**config.mk**
```make
export PLATFORM = sky130hd
export DESIGN_NAME = ds18b20_slave
export DESIGN_NICKNAME = d
export VERILOG_FILES = /design/src/rtl/ds18b20_pkg.sv /design/src/rtl/ds18b20_slave_crc.sv /design/src/rtl/ds18b20_slave.sv
export SDC_FILE = /design/constraint.sdc
export NUM_CORES = 1
export LEC_CHECK = 0
export ABC_AREA = 1
export CORE_MARGIN = 2
export CORE_UTILIZATION = 50
export DETAILED_ROUTE_END_ITERATION = 10
export PLACE_DENSITY = 0.68
export REMOVE_ABC_BUFFERS = 1
export SLEW_MARGIN = 5
export SYNTH_ARGS = -nofsm -noshare
export SYNTH_HDL_FRONTEND = slang
export SYNTH_SLANG_ARGS = --single-unit
export TNS_END_PERCENT = 20
```
**constraint.sdc**
```tcl
create_clock -name clk -period 2.46 [get_ports clk]
set_clock_uncertainty 0.1 [all_clocks]
set_input_delay 0.369 -clock clk [delete_from_list [all_inputs] [get_ports clk]]
set_output_delay 0.369 -clock clk [all_outputs]
set_load 0.1 [all_outputs]
```
**src/rtl/ds18b20_pkg.sv**
```systemverilog
// Shared types and constants for the DS18B20 1-Wire slave emulator.
package ds18b20_pkg;

  typedef enum logic [2:0] {
    IDLE, PRES_WAIT, PRES_LOW, ROM_CMD, FUNC_CMD, CONV_POLL, TX_SCRATCH, DONE
  } state_t;

  localparam logic [7:0]  CMD_SKIP_ROM     = 8'hCC;
  localparam logic [7:0]  CMD_CONVERT_T    = 8'h44;
  localparam logic [7:0]  CMD_READ_SCRATCH = 8'hBE;

  localparam logic [7:0]  SP_TH  = 8'hFF;
  localparam logic [7:0]  SP_TL  = 8'hFF;
  localparam logic [7:0]  SP_CFG = 8'h1F;

  localparam logic [15:0] POWERON_TEMP = 16'h0550;

  // Scratchpad byte 0..7 for a given temperature (byte 8 is the CRC, supplied elsewhere).
  function automatic logic [7:0] sp_byte(input logic [3:0] idx, input logic [15:0] temp);
    case (idx)
      4'd0:    sp_byte = temp[7:0];
      4'd1:    sp_byte = temp[15:8];
      4'd2:    sp_byte = SP_TH;
      4'd3:    sp_byte = SP_TL;
      4'd4:    sp_byte = SP_CFG;
      default: sp_byte = 8'hFF;
    endcase
  endfunction

endpackage

```
**src/rtl/ds18b20_slave_crc.sv**
```systemverilog
// Serial Dallas/Maxim CRC8 (reflected 0x8C) with clear, update and plain shift-out.
module ow_crc8 (
  input  logic       clk,
  input  logic       rst,
  input  logic       clr,
  input  logic       en,
  input  logic       shift,
  input  logic       bit_in,
  output logic [7:0] crc
);

  function automatic logic [7:0] crc_step(input logic [7:0] c, input logic b);
    logic [7:0] n;
    n = {1'b0, c[7:1]};
    if (c[0] ^ b) n = n ^ 8'h8C;
    return n;
  endfunction

  // CRC register: clear wins, then data update, then shift-out of the finished value
  always_ff @(posedge clk or negedge rst) begin
    if (!rst)       crc <= 8'h00;
    else if (clr)   crc <= 8'h00;
    else if (en)    crc <= crc_step(crc, bit_in);
    else if (shift) crc <= {1'b0, crc[7:1]};
  end

endmodule

```
**src/rtl/ds18b20_slave.sv**
```systemverilog
// DS18B20 responder: presence, Skip ROM, Convert-T polling and scratchpad read on open-drain DQ.
module ds18b20_slave
  import ds18b20_pkg::*;
#(
  parameter int CLK_MHZ      = 27,
  parameter int RESET_MIN_US = 480,
  parameter int PRES_WAIT_US = 30,
  parameter int PRES_LOW_US  = 120,
  parameter int SAMPLE_US    = 30,
  parameter int ZERO_HOLD_US = 45,
  parameter int CONV_US      = 750000
) (
  input  logic        clk,
  input  logic        rst,
  input  logic        dq_i,
  output logic        dq_oe,
  input  logic [15:0] temp_in,
  output logic        conv_busy,
  output logic        cmd_strobe,
  output logic [7:0]  cmd,
  output logic        cmd_err
);

  localparam int PRE_W  = (CLK_MHZ > 1) ? $clog2(CLK_MHZ) : 1;
  localparam int CONV_W = $clog2(CONV_US + 1);

  state_t            state;
  logic              dq_p0, dq_p1, dq_p2;
  logic [PRE_W-1:0]  pre_cnt;
  logic [15:0]       low_us, us_cnt;
  logic [CONV_W-1:0] conv_cnt;
  logic [15:0]       sp_temp, tx_temp;
  logic [7:0]        rx_sr, rx_next, tx_byte, crc;
  logic [2:0]        bit_cnt;
  logic [6:0]        bit_idx;
  logic              slot_act;
  logic              tick, fall, rise, bus_rst, slot_fall, pres_start;
  logic              samp, byte_done, conv_start, conv_end, poll_bit, tx_bit;
  logic              crc_clr, crc_en, crc_shift;

  // Two-flop synchronizer plus one history flop for edge detection; bus idles high
  always_ff @(posedge clk or negedge rst) begin
    if (!rst) begin
      dq_p0 <= 1'b1;
      dq_p1 <= 1'b1;
      dq_p2 <= 1'b1;
    end else begin
      dq_p0 <= dq_i;
      dq_p1 <= dq_p0;
      dq_p2 <= dq_p1;
    end
  end

  // Free-running microsecond prescaler
  always_ff @(posedge clk or negedge rst) begin
    if (!rst)      pre_cnt <= '0;
    else if (tick) pre_cnt <= '0;
    else           pre_cnt <= pre_cnt + PRE_W'(1);
  end

  always_comb begin
    tick       = (pre_cnt == PRE_W'(CLK_MHZ - 1));
    fall       = dq_p2 & ~dq_p1;
    rise       = ~dq_p2 & dq_p1;
    bus_rst    = rise && (low_us >= 16'(RESET_MIN_US));
    slot_fall  = fall && !dq_oe && !bus_rst;
    pres_start = (state == PRES_WAIT) && (us_cnt == 16'(PRES_WAIT_US));
    samp       = slot_act && (us_cnt == 16'(SAMPLE_US)) && !bus_rst &&
                 ((state == ROM_CMD) || (state == FUNC_CMD));
    rx_next    = {dq_p1, rx_sr[7:1]};
    byte_done  = samp && (bit_cnt == 3'd7);
    conv_start = (state == FUNC_CMD) && byte_done && (rx_next == CMD_CONVERT_T);
    conv_end   = conv_busy && tick && (conv_cnt == CONV_W'(1));
    poll_bit   = !conv_busy || conv_end;
    tx_byte    = sp_byte(bit_idx[6:3], tx_temp);
    tx_bit     = bit_idx[6] ? crc[0] : tx_byte[bit_idx[2:0]];
    crc_clr    = (state == FUNC_CMD) && byte_done && (rx_next == CMD_READ_SCRATCH);
    crc_en     = (state == TX_SCRATCH) && slot_fall && !bit_idx[6];
    crc_shift  = (state == TX_SCRATCH) && slot_fall && bit_idx[6];
  end

  // Low-time measurement, saturating at the reset threshold
  always_ff @(posedge clk or negedge rst) begin
    if (!rst)                                                   low_us <= '0;
    else if (fall)                                              low_us <= '0;
    else if (!dq_p1 && tick && (low_us < 16'(RESET_MIN_US)))    low_us <= low_us + 16'd1;
  end

  // Slot / phase timer in microseconds, restarted at each slot and presence phase
  always_ff @(posedge clk or negedge rst) begin
    if (!rst)                                  us_cnt <= '0;
    else if (bus_rst || slot_fall || pres_start) us_cnt <= '0;
    else if (tick && (us_cnt != 16'hFFFF))     us_cnt <= us_cnt + 16'd1;
  end

  // Conversion timer and scratchpad temperature; a bus reset does not stop it
  always_ff @(posedge clk or negedge rst) begin
    if (!rst) begin
      conv_busy <= 1'b0;
      conv_cnt  <= '0;
      sp_temp   <= POWERON_TEMP;
    end else if (conv_start && !bus_rst) begin
      conv_busy <= 1'b1;
      conv_cnt  <= CONV_W'(CONV_US);
    end else if (conv_end) begin
      conv_busy <= 1'b0;
      sp_temp   <= temp_in;
    end else if (conv_busy && tick) begin
      conv_cnt  <= conv_cnt - CONV_W'(1);
    end
  end

  ow_crc8 u_crc (
    .clk    (clk),
    .rst    (rst),
    .clr    (crc_clr && !bus_rst),
    .en     (crc_en),
    .shift  (crc_shift),
    .bit_in (tx_bit),
    .crc    (crc)
  );

  // Protocol FSM with registered bus drive and command pulses; bus reset has top priority
  always_ff @(posedge clk or negedge rst) begin
    if (!rst) begin
      state      <= IDLE;
      dq_oe      <= 1'b0;
      cmd_strobe <= 1'b0;
      cmd        <= 8'h00;
      cmd_err    <= 1'b0;
      slot_act   <= 1'b0;
      rx_sr      <= 8'h00;
      bit_cnt    <= 3'd0;
      bit_idx    <= 7'd0;
      tx_temp    <= POWERON_TEMP;
    end else begin
      cmd_strobe <= 1'b0;
      cmd_err    <= 1'b0;
      if (dq_oe && (state != PRES_LOW) && (us_cnt >= 16'(ZERO_HOLD_US))) dq_oe <= 1'b0;
      if (bus_rst) begin
        state    <= PRES_WAIT;
        dq_oe    <= 1'b0;
        slot_act <= 1'b0;
        rx_sr    <= 8'h00;
        bit_cnt  <= 3'd0;
        bit_idx  <= 7'd0;
      end else begin
        case (state)
          PRES_WAIT: if (pres_start) begin
            dq_oe <= 1'b1;
            state <= PRES_LOW;
          end
          PRES_LOW: if (us_cnt >= 16'(PRES_LOW_US)) begin
            dq_oe <= 1'b0;
            state <= ROM_CMD;
          end
          ROM_CMD, FUNC_CMD: begin
            if (slot_fall) slot_act <= 1'b1;
            else if (samp) begin
              slot_act <= 1'b0;
              rx_sr    <= rx_next;
              bit_cnt  <= bit_cnt + 3'd1;
              if (byte_done) begin
                if (state == ROM_CMD) begin
                  if (rx_next == CMD_SKIP_ROM) state <= FUNC_CMD;
                  else begin
                    cmd_err <= 1'b1;
                    state   <= DONE;
                  end
                end else begin
                  cmd_strobe <= 1'b1;
                  cmd        <= rx_next;
                  if (rx_next == CMD_CONVERT_T) state <= CONV_POLL;
                  else if (rx_next == CMD_READ_SCRATCH) begin
                    state   <= TX_SCRATCH;
                    bit_idx <= 7'd0;
                    tx_temp <= sp_temp;
                  end else begin
                    cmd_err <= 1'b1;
                    state   <= DONE;
                  end
                end
              end
            end
          end
          CONV_POLL: if (slot_fall && !poll_bit) dq_oe <= 1'b1;
          TX_SCRATCH: if (slot_fall) begin
            if (!tx_bit) dq_oe <= 1'b1;
            bit_idx <= bit_idx + 7'd1;
            if (bit_idx == 7'd71) state <= DONE;
          end
          default: ;
        endcase
      end
    end
  end

endmodule

```
Word-level counts from Yosys, hierarchy flattened
Index checks and enable logic that the tools add are counted.
W data, S select, Z words.
- register bits: 134
- latch bits: 0
- bits in writable memories: 0
- memory bits (read-only): 0
- input port bits: 19
- output and inout port bits: 12
- logic and storage cells: 201
- memories kept: 0
- add/subtract/negate cells: 6
- multipliers: 0
- divide/modulo/power cells: 0
- magnitude comparators: 5
- eq/ne operators: 30
- shift operators: 0
- muxes and demuxes: 75
- bitwise operators: 11
- reduce and logical (&&, ||, !) cells: 54
- operators by type and width (cell ; number):
    $mux W16 ; 4
    $mux W8 ; 8
    $mux W20 ; 3
    $mux W7 ; 8
    $mux W3 ; 13
    $add A16 B1 Y16 const B ; 2
    $mux W1 ; 31
    $ne A3 B3 Y1 const B ; 9
    $logic_and A1 B1 Y1 ; 24
    $pmux W8 S3 ; 1
    $reduce_and A8 Y1 ; 3
    $eq A20 B1 Y1 const B ; 1
    $sub A20 B1 Y20 const B ; 1
    $eq A16 B5 Y1 const B ; 1
    $eq A8 B8 Y1 const B ; 2
    $ge A16 B6 Y1 const B ; 1
    $ge A16 B7 Y1 const B ; 1
    $ge A16 B9 Y1 const B ; 1
    $lt A16 B9 Y1 const B ; 1
    $ne A16 B16 Y1 const B ; 1
    $pmux W7 S2 ; 1
    $eq A3 B3 Y1 const B ; 4
    $pmux W3 S4 ; 1
    $reduce_bool A2 Y1 ; 6
    31 further kinds ; 53

Logic depth before layout (Yosys ltp)
Gate-level depths: netlist (run 1).
- word-level depth: 12
- depth in mapped cells: 17
- mapped depth without buffers: 16

Hierarchy
Synthesis (run 1) repeated with hierarchy kept, for this count alone.
- cell total of the unflattened synthesis: 880
- area, all modules: 7029.2 µm²
- modules (own cells, without submodules) (module ; instances ; cells an instance ; area an instance (µm²) ; seq. area each (µm²)):
    ds18b20_slave ; 1 ; 837 ; 6656.4 ; 3141.8
    ow_crc8 ; 1 ; 43 ; 372.9 ; 200.2

Worst setup path after synthesis (run 1)
No wires, ideal clock.
- path kind: register to register
- start: register conv_busy
- end: register conv_cnt[15]
- library setup time: 0.119 ns
- data arrival time: 2.257 ns
- required time: 2.241 ns
- setup slack: -0.016 ns
- stages on the path, launching flop included: 9
- path buffers: 1
- clock period less this slack: 2.476 ns
- cell sequence: dfrtp_1 nand4_1 nor4_4 nor2_2 nand2_2 nand2_2 buf_6 a21oi_1 nor2_1
- longest elaborated chain between the ends: 4
- elaborated cells between the ends (all ways): 5
- classes of those cells: eq/ne: 1; reduce/logical: 4
- ends and longest elaborated chain (what ; line ; source):
    from (decl) ; ds18b20_slave.sv:18 ; output logic conv_busy,
    from (signal assigned) ; ds18b20_slave.sv:99 ; conv_busy <= 1'b0;
    from (signal assigned) ; ds18b20_slave.sv:103 ; conv_busy <= 1'b1;
    from (signal assigned) ; ds18b20_slave.sv:106 ; conv_busy <= 1'b0;
    $logic_and A1 B1 Y1 (*) ; ds18b20_slave.sv:73, ds18b20_slave.sv:108 ;
    $logic_and A1 B1 Y1 ; ds18b20_slave.sv:73 ; conv_end = conv_busy && tick && (conv_cnt == CONV_W'(1));
    $ne A2 B1 Y1 (no source line) ; -- ;
    $reduce_and A2 Y1 (no source line) (*) ; -- ;
    to (signal assigned) ; ds18b20_slave.sv:104 ; conv_cnt <= CONV_W'(CONV_US);
    to (signal assigned) ; ds18b20_slave.sv:109 ; conv_cnt <= conv_cnt - CONV_W'(1);
    to (decl) ; ds18b20_slave.sv:31 ; logic [CONV_W-1:0] conv_cnt;
Every way passes the cells marked *; elsewhere a longest branch is shown, timed or not.
A chain may end at the register's enable or synchronous reset.

Final worst setup path (run 1)
- start: register low_us[5]
- end: register u_crc.crc[4]
- longest elaborated chain between the ends: 10
- elaborated cells between the ends (all ways): 16
- classes of those cells: order compare: 1; mux: 2; reduce/logical: 13
- ends and longest elaborated chain (what ; line ; source):
    from (decl) ; ds18b20_slave.sv:30 ; logic [15:0] low_us, us_cnt;
    from (signal assigned) ; ds18b20_slave.sv:86 ; else if (!dq_p1 && tick && (low_us < 16'(RESET_MIN_US))) low_us <= low_us + 16'd1;
    $ge A16 B9 Y1 (*) ; ds18b20_slave.sv:65 ; bus_rst = rise && (low_us >= 16'(RESET_MIN_US));
    $logic_and A1 B1 Y1 (*) ; ds18b20_slave.sv:65 ;
    $logic_not A1 Y1 (*) ; ds18b20_slave.sv:66, ds18b20_slave.sv:68, ds18b20_slave.sv:116 ;
    $logic_and A1 B1 Y1 (2 in a row) ; ds18b20_slave.sv:68 ; samp = slot_act && (us_cnt == 16'(SAMPLE_US)) && !bus_rst &&
    $logic_and A1 B1 Y1 ; ds18b20_slave.sv:71 ; byte_done = samp && (bit_cnt == 3'd7);
    $logic_and A1 B1 Y1 (2 in a row) ; ds18b20_slave.sv:77 ; crc_clr = (state == FUNC_CMD) && byte_done && (rx_next == CMD_READ_SCRATCH);
    $logic_and A1 B1 Y1 ; ds18b20_slave.sv:116 ; .clr (crc_clr && !bus_rst),
    $reduce_bool A3 Y1 (no source line) / $mux W8 (equally long branches) ; -- ;
    to (signal assigned) ; ds18b20_slave_crc.sv:23 ; else if (en) crc <= crc_step(crc, bit_in);
    to (signal assigned) ; ds18b20_slave_crc.sv:24 ; else if (shift) crc <= {1'b0, crc[7:1]};
    to (decl) ; ds18b20_slave_crc.sv:9 ; output logic [7:0] crc
Marks and branches as above.

==> run_results.csv, run 1 <==
group,metric,value,unit
grt,grt.total_usage,0.210,
cells_and_area,drive_gt1_frac,0.114,
cells_and_area,diodes,0,
critical_path,reg2reg_depth,14,
sta,hold_viol_final,0,
die,core_region_area,13300,sq um
logic_synthesis,ys_ff_latch,133,
logic_synthesis,ys_top_cells_by_area,"dfrtp_1, nand2_1, inv_1, nand3_1, nor2_1",
cells_and_area,syn2layout_area_growth,17.8,%
route,totalWireLength,14400,um
die,die_area,14700,sq um
logic_synthesis,postSynthCellCount,839,
cts,cts_max_path_buffers,2,
logic_synthesis,ys_warn_count,0,
cts,cts_buffers,17,
placed_design,dp_cells,1047,
min_path,holdPathEnd,"dq_p1",
grt,grt_pass1_vias,5332,
critical_path,slowest_stage,"dfrtp_1",
status,status,"finished, final reports clean",
cts,cts_tree,"built",
logic_synthesis,synth_cell_type_count,40,
logic_synthesis,yosysMostFrequentCell,"nand2_1",
power_and_ir_drop,p_per_area,615,nW/um^2
min_path,hold_path.class,"reg -> reg",
logic_synthesis,synth_area_per_cell,8.18,sq um
route,vias_per_cell,5.24,
die,fp-row-count,42,
sta,drv_slew,0,
die,die_w,121,um
die,io_pins,31,
logic_synthesis,synth_top_cell_by_area,"dfrtp_1",
placed_design,place.gp.congestion,0.920,
placed_design,dpl_cell_area,7430,sq um
route,via_count,5654,
critical_path,arrival,2570,ps
critical_path,crit_fanout,19,
placed_design,port_buffers,30,
sta,worst_pin_slew,475,ps
cts,cts_max_level,4,
route,wire_per_inst,13.4,um
sta,setup_viol,0,
logic_synthesis,synth_edf_count,0,
route,drt_iter0_drc,368,
die,die_h,121,um
route,postRouteAntennaNets,0,
grt,grt_overflow,0,
critical_path,worst_setup_path_end_kind,"register",
cts,cts_setup_buffers,0,
critical_path,crit_top_cell,"inv_1",
logic_synthesis,synth_top_area_frac,0.445,
cells_and_area,fin_nets,924,
critical_path,worstSetupStartpointType,"register",
placed_design,place_hpwl,10300,um
cts,clock_latency,420,ps
route,drc,0,
sta,max_clock_freq,0.428,GHz
cts,cts_root_buffer,"clkbuf_16",
critical_path,r2r_setup_slack,120,ps
die,initial_utilization,0.516,
sta,min_period,2340,ps
grt,grt_pass1_wl,24600,um
cts,cts.sinks,133,
critical_path,critPathMaxStageDelay,380,ps
logic_synthesis,synth_flop_cell,"dfrtp_1",
grt,grt_antenna_before_repair,0,
logic_synthesis,ys_top_cells_by_count,"nand2_1, dfrtp_1, inv_1",
critical_path,crit_type,"reg -> reg",
run,cap_violations,0,
critical_path,reg2reg_to,"u_crc.crc[4]",
cells_and_area,stdcell_area,8080,sq um
critical_path,crit_chain,"nand2_1 -> inv_1 -> nand3_1 -> nand2_1 -> nand3_2 -> nand2_2 -> inv_2 -> nand2_4 -> nor2_8 -> nand2_4 -> inv_1 -> nor2_1 -> inv_1 -> o21ai_0",
route,firstDrtPassIters,5,
logic_synthesis,syn_area,6860,sq um
critical_path,timing.rr.start,"low_us[5]",
sta,grt_setup_unrepaired,"true",
sta,timing.final.crit_share,0.950,
sta,slew_headroom,0.681,
power_and_ir_drop,vdd_ir_drop_max,373,uV
min_path,min_path_cells,0,
logic_synthesis,seq_area_frac_synth,0.487,
logic_synthesis,async_flop_share,1.00,
critical_path,cp.required,2700,ps
cells_and_area,stdcell_count,1080,
min_path,hold_start,"dq_p0",
grt,grt_max_degree,70,
power_and_ir_drop,p_leak,0.00427,uW
cts,clkTransAtPathRegs,60,ps
==> critical path, delay by kind of cell, from the launching register on <==
family                 cells  cell delay [ps]
AO/OA/AOI/OAI              1              160
buffers and inverters      4              380
flip-flops                 1              380
AND/OR/NAND/NOR            9             1210
==> report_power, final <==
part | switching [uW] | total [uW] | internal [uW]
combinational | 65.2 | 104 | 38.5
sequential | 2.76 | 2200 | 2190
clock | 943 | 2670 | 1720
total | 1010 | 4970 | 3960
==> worst max path at each step <==
stage                              end  slack (ps)      start  depth (start not counted)
after floorplan            conv_cnt[2]        -300  conv_busy                          8
after global placement       us_cnt[9]         180  us_cnt[0]                         14
after detailed placement  conv_cnt[18]          90  us_cnt[0]                         13
after CTS                 conv_cnt[17]          60  us_cnt[0]                         13
after global routing      u_crc.crc[4]         -60  low_us[5]                         14
final                     u_crc.crc[4]         120  low_us[5]                         14
==> layer usage <==
metal / routed length (um) / up-vias / GRT usage
met4: 213 / 0 / 0.0792
met1: 6860 / 2688 / 0.281
li1: - / 2830 / -
met2: 6780 / 120 / 0.341
met3: 581 / 16 / 0.0385
met5: 0 / - / 0
==> layout by cell type (no fill, tap or decap), types with 3 or more instances in the layout <==
cell	n
inv_1	111
dfrtp_1	122
nor2_2	7
dfstp_2	11
o21ai_0	42
nand3_2	4
buf_12	3
nor3_1	20
nand2_1	185
o22ai_1	8
inv_2	8
clkinv_4	3
clkdlybuf4s50_1	17
bufinv_16	4
clkinv_2	3
nand3_1	80
nor2_1	81
nand4_1	19
ha_1	14
nand2_2	4
buf_4	27
nor4_1	7
xnor2_1	6
clkbuf_16	17
o21ai_1	13
a21oi_1	22
xor2_1	21
o21a_1	3
mux2i_1	16
==> logic make-up after synthesis <==
logic type,share of synthesized area
AOI/OAI and AO/OA,0.0781
buffers and inverters,0.0777
DFF,0.487
muxes,0.0233
adders and majority gates,0.0255
and+or+nand+nor,0.274
xor gates and xnor gates,0.0345
==> registers in the layout, indices dropped and copies added, names as in the netlist, 3 cells and up <==
name,count
low_us,16
pre_cnt,5
rx_sr,7
us_cnt,16
bit_idx,7
conv_cnt,20
tx_temp,16
cmd,8
bit_cnt,3
sp_temp,16
u_crc.crc,8
state,3
==> cell type report <==
type | instances | area, sq um
Sequential cell | 133 | 3340
Timing Repair Buffer | 48 | 443
Multi-Input combinational cell | 572 | 3000
Clock buffer | 20 | 447
Clock inverter | 12 | 178
Fill cell | 1185 | 5220
Tap cell | 176 | 220
Inverter | 119 | 447
==> timing repair <==
action	4_1_cts	5_1_grt
hold buffers	1	0
endpoints found under the hold margin	122	0
resized for setup	0	7
setup endpoints to repair	0	36
==> per-stage QoR <==
step                      worst slack, ps  setup TNS [ps]  hold WS [ps]  total power [uW]   util
after detailed placement             87.8               0           255              2340  0.559
after CTS                            62.6               0           268              5030  0.606
final                                 124               0           268              4970  0.608
after global placement                178               0           261              2340  0.559
after floorplan                      -297           -6590         -26.6              2250      -
after global routing                -62.8            -361           270              5140  0.608
(Power assumes the default switching activity.)
==> run 2, diff against run 1 <==
- CORE_MARGIN: 2 -> 3
- HOLD_SLACK_MARGIN: default -> 0.05
==> run 2 against run 1 <==
Against the previous run: power decreased by 5.0%; register-to-register slack improved by 60 ps; clock power decreased by 9.4%; routed wire length increased by 2.5%; count of clock-buffer cells in the layout decreased by 1; die area increased by 3.3%; combinational power about the same; sequential share of layout area increased by 0.32 points; final cell count unchanged; worst hold slack got worse by 2.8 ps; critical path type unchanged; critical path depth decreased by 1.
==> run_results.csv, run 2 (synthesized netlist as in run 1, its figures left out) <==
group,metric,value,unit
cts,cts_buffers,17,
grt,grt_max_degree,134,
die,die_h,123,um
critical_path,crit_type,"reg -> reg",
cts,clkTransAtPathRegs,60,ps
route,vias_per_cell,5.32,
sta,min_period,2280,ps
sta,drv_slew,0,
die,io_pins,31,
critical_path,arrival,2550,ps
cells_and_area,regMostFlops,"conv_cnt",
cells_and_area,largest_reg_flops,20,
route,drt_iter0_drc,412,
grt,grt_overflow,0,
cts,clock_latency,430,ps
sta,timing.final.crit_share,0.925,
die,fp-row-count,42,
route,totalWireLength,14800,um
cts,cts_max_path_buffers,2,
cells_and_area,syn2layout_area_growth,16.9,%
sta,slew_headroom,0.526,
placed_design,place.gp.congestion,0.890,
sta,worst_pin_slew,711,ps
sta,setup_tns,0,ps
critical_path,cp.required,2730,ps
power_and_ir_drop,p_leak,0.00421,uW
cells_and_area,drive_gt1_frac,0.117,
route,via_count,5746,
power_and_ir_drop,p_per_area,588,nW/um^2
cells_and_area,mostFrequentLayoutCells,"nand2_1, dfrtp_1, inv_1, nand3_1, nor2_1",
grt,grt_pass1_vias,5376,
critical_path,crit_fanout,17,
die,initial_utilization,0.514,
sta,hold_ws,265,ps
cts,cts.sinks,133,
die,die_area,15200,sq um
sta,max_clock_freq,0.439,GHz
grt,grt_antenna_before_repair,0,
cells_and_area,fillCellCount,1190,
sta,hold_viol_final,0,
route,drc,0,
power_and_ir_drop,power,4720,uW
route,postRouteAntennaNets,0,
placed_design,place_hpwl,10300,um
cells_and_area,fin_nets,924,
route,wire_per_inst,13.7,um
cells_and_area,diodes,0,
min_path,hold_path.class,"reg -> reg",
route,firstDrtPassIters,8,
die,core_region_area,13300,sq um
die,die_w,123,um
critical_path,worst_setup_path_end_kind,"register",
cts,cts_tree,"built",
run,cap_violations,0,
critical_path,worstSetupStartpointType,"register",
placed_design,port_buffers,30,
grt,grt_pass1_wl,25400,um
cells_and_area,final_common_cell,"nand2_1",
status,status,"finished, final reports clean",
power_and_ir_drop,vdd_ir_drop_max,418,uV
cts,cts_root_buffer,"clkbuf_16",
cts,cts_max_level,4,
grt,grt.total_usage,0.210,
sta,setup_viol,0,
run 2: cell count changes in the layout (fill, tap and decap cells not counted), sizes merged:
cell,change
bufinv,-3
clkinvlp,+1
clkbuf,-1
inv,+2
clkinv,+1
run 2: timing repair:
action	in CTS	in global routing
buffers inserted	0	0
hold buffers	1	0
endpoints found under the hold margin	122	0
endpoints found under the setup margin	0	48
resized for setup	0	10
run 2: final cells by class:
cell class                      instances  area, sq um  share of cell area
Clock inverter                         13          125              0.0156
Multi-Input combinational cell        572         3020               0.377
Inverter                              119          447              0.0557
Sequential cell                       133         3340               0.417
Timing Repair Buffer                   48          422              0.0526
Clock buffer                           19          443              0.0552
Tap cell                              176          220              0.0275
run 2: critical path, stage by stage, from the launching register on:
cell and delay (ps):
dfrtp_1 410, inv_1 90, ha_1 150, nand3_1 70, nor3_1 150, nand2_1 150
nor2_4 150, nand2_4 90, nor2_8 160, nand3_2 130, nand2_2 170, buf_6 190
o21ai_0 100, nand2_1 70
run 2: metrics by stage:
step / setup WS, ps / util / instance area (sq um) / instances
global route: -5.56 / 0.601 / 8020 / 1080
CTS: 111 / 0.598 / 7980 / 1080
detailed placement: 101 / 0.554 / 7400 / 1047
floorplan: -297 / - / 6770 / 824
global placement: 226 / 0.554 / 7400 / 1047
finish: 184 / 0.601 / 8020 / 1080
run 2: report_power, final:
part / switching [uW] / total (uW) / internal [uW]
Combinational: 64.7 / 101 / 35.9
Clock: 995 / 2420 / 1430
Sequential: 3.06 / 2200 / 2190
Total: 1060 / 4720 / 3660
run 2: routing by layer:
| metal | up-vias | GRT usage | wire [um] | share of wire |
|---|---|---|---|---|
| li1 | 2831 | - | - | - |
| met1 | 2752 | 0.288 | 7020 | 0.47 |
| met2 | 146 | 0.328 | 6950 | 0.47 |
| met3 | 17 | 0.0485 | 664 | 0.045 |
| met4 | 0 | 0.0747 | 157 | 0.011 |
| met5 | - | 0 | 0 | 0 |
run 2: path summary, 6_finish.rpt:
| kind | from | to | slack, ps | cells past startpoint |
|---|---|---|---|---|
| worst min register to register | dq_p0 | dq_p1 | 270 | 0 |
| worst min-delay path | dq_p0 | dq_p1 | 270 | 0 |
| min in group asynchronous | rst | us_cnt[2] | 480 | 3 |
| worst max register to register | us_cnt[0] | conv_cnt[4] | 180 | 13 |
| worst max-delay path | us_cnt[0] | conv_cnt[4] | 180 | 13 |
| max in group asynchronous | rst | tx_temp[9] | 1250 | 3 |
==> run 3, diff against run 2 <==
- SETUP_SLACK_MARGIN: default -> 0.2
- SLEW_MARGIN: 5 -> 25
==> run 3 against run 2 <==
Against the previous run: die area unchanged; maximum frequency up 3.8%; routed wire length rose by 2.5%; register-to-register slack improved by 80 ps; design area up 2.6%; via count hardly changed; utilization rose by 1.6 points; clock power about the same; largest cell class unchanged.
==> run_results.csv, run 3 (synthesized netlist as in run 1, its figures left out) <==
group,metric,value,unit
sta,drv_slew,0,
cells_and_area,syn2layout_area_growth,20.0,%
route,drt_iter0_drc,414,
die,die_w,123,um
die,fp-row-count,42,
cells_and_area,final_common_cell,"nand2_1",
cts,cts_max_path_buffers,2,
critical_path,crit_chain,"inv_2 -> ha_1 -> nand3_1 -> nor3_2 -> nand2_2 -> nor2_4 -> nand2_4 -> nor2_8 -> nand3_4 -> nand2_8 -> buf_8 -> o21ai_0 -> nand2_1",
route,postRouteAntennaNets,0,
route,wire_per_inst,13.9,um
status,status,"finished, final reports clean",
cts,cts_buffers,17,
critical_path,r2r_setup_slack,270,ps
critical_path,reg2reg_depth,13,
sta,hold_viol_final,0,
route,via_count,5744,
grt,grt_pass1_vias,5402,
critical_path,startpoint,"us_cnt[0]",
critical_path,worst_setup_path_end_kind,"register",
placed_design,port_buffers,30,
grt,use_met3,0.0485,
die,die_h,123,um
power_and_ir_drop,p_per_area,573,nW/um^2
sta,setup_tns,0,ps
cts,cts_root_buffer,"clkbuf_16",
grt,grt_pass1_wl,25500,um
placed_design,place.gp.congestion,0.890,
grt,use_met2,0.331,
critical_path,cp.required,2730,ps
critical_path,timing.rr.start,"us_cnt[0]",
sta,min_period,2190,ps
cells_and_area,mostFrequentLayoutCells,"nand2_1, dfrtp_1, inv_1, nand3_1, nor2_1",
die,io_pins,31,
min_path,hold_path.class,"reg -> reg",
grt,busiest_layer,"met2",
route,firstDrtPassIters,5,
cts,clock_latency,430,ps
cells_and_area,drive_gt1_frac,0.144,
cells_and_area,regMostFlops,"conv_cnt",
route,totalWireLength,15200,um
die,die_area,15200,sq um
placed_design,place_hpwl,10300,um
grt,grt_antenna_before_repair,0,
die,core_region_area,13300,sq um
cts,cts_max_level,4,
die,initial_utilization,0.514,
sta,max_clock_freq,0.456,GHz
route,drc,0,
grt,grt.total_usage,0.211,
cts,cts.sinks,133,
power_and_ir_drop,p_leak,0.00427,uW
critical_path,crit_cells,13,
critical_path,crit_type,"reg -> reg",
power_and_ir_drop,vdd_ir_drop_max,432,uV
critical_path,reg2reg_to,"conv_cnt[4]",
sta,timing.final.crit_share,0.891,
sta,worst_pin_slew,708,ps
critical_path,arrival,2460,ps
placed_design,dp_cells,1047,
sta,hold_ws,264,ps
cts,cts_tree,"built",
grt,grt_overflow,0,
sta,grt_setup_unrepaired,"true",
sta,slew_headroom,0.528,
run,cap_violations,0,
cells_and_area,stdcell_count,1088,
cells_and_area,fin_nets,932,
cells_and_area,final_core_util,0.617,
critical_path,cp_num_buf_inv,2,
cts,clkTransAtPathRegs,60,ps
critical_path,slowest_stage,"dfrtp_1",
grt,grt_util_met1,0.288,
critical_path,cp-endpoint,"conv_cnt[4]",
cells_and_area,diodes,0,
route,vias_per_cell,5.28,
critical_path,worstSetupStartpointType,"register",
critical_path,crit_fanout,17,
critical_path,cp_top_family,"simple AND/OR/NAND/NOR gates",
cells_and_area,largest_reg_flops,20,
sta,setup_viol,0,
critical_path,critPathMaxStageDelay,420,ps
grt,grt_max_degree,134,
[run 3: changes by cell type in the layout (fill, tap and decap cells not counted), moves of 2 or more]
cell     before  now
nor2_1       79   75
nand2_1     185  180
buf_4        28   30
nor2_4        2    4
nand3_4       0    3
inv_1       112  109
buf_8         0    2
nand3_2       4    2
nand2_2       4    7
nor2_2        8   10
inv_4         0    3
[run 3: how the worst min path moves through the flow]
stage / slack (ps) / start / endpoint / cells after the start
finish: 260 / dq_p0 / dq_p1 / 0
global route: 250 / dq_i / dq_p0 / 1
CTS: 250 / dq_i / dq_p0 / 1
detailed placement: 260 / dq_p0 / dq_p1 / 0
global placement: 260 / dq_p0 / dq_p1 / 0
floorplan: -30 / rst / bit_cnt[0] / 0
[run 3: final cells by class]
type | count | area (sq um)
Clock inverter | 13 | 125
Timing Repair Buffer | 55 | 523
Multi-Input combinational cell | 572 | 3110
Clock buffer | 19 | 443
Tap cell | 176 | 220
Inverter | 119 | 454
Timing Repair inverter | 1 | 7.51
Sequential cell | 133 | 3340
Fill cell | 1163 | 5120
[run 3: repair_timing]
action                     CTS  global route
gates resized for setup      4            41
hold endpoints to repair   122             0
cloned                       0             2
hold buffers                 1             0
pin swaps                    0             8
buffers inserted             0             6
setup endpoints to repair   35            84
[run 3: routing by layer]
layer  vias up  share of wire
li1       2852              -
met1      2748           0.47
met2       128           0.47
met3        16          0.043
met4         0          0.011
met5         -              0
[run 3: power breakdown]
part	switching [uW]	total [uW]	leakage [uW]	internal, uW
Combinational	66.5	103	0.00225	36.5
Clock	992	2420	0.000274	1430
Sequential	3.36	2200	0.00174	2190
Total	1060	4720	0.00427	3660
[run 3: per-stage QoR]
stage | setup WS, ps | power [uW] | cell area [sq um]
after floorplan | -297 | 2250 | 6770
after global placement | 226 | 2340 | 7400
after detailed placement | 101 | 2340 | 7400
after CTS | 169 | 4770 | 8000
after global routing | 91.8 | 4890 | 8230
final | 268 | 4720 | 8230
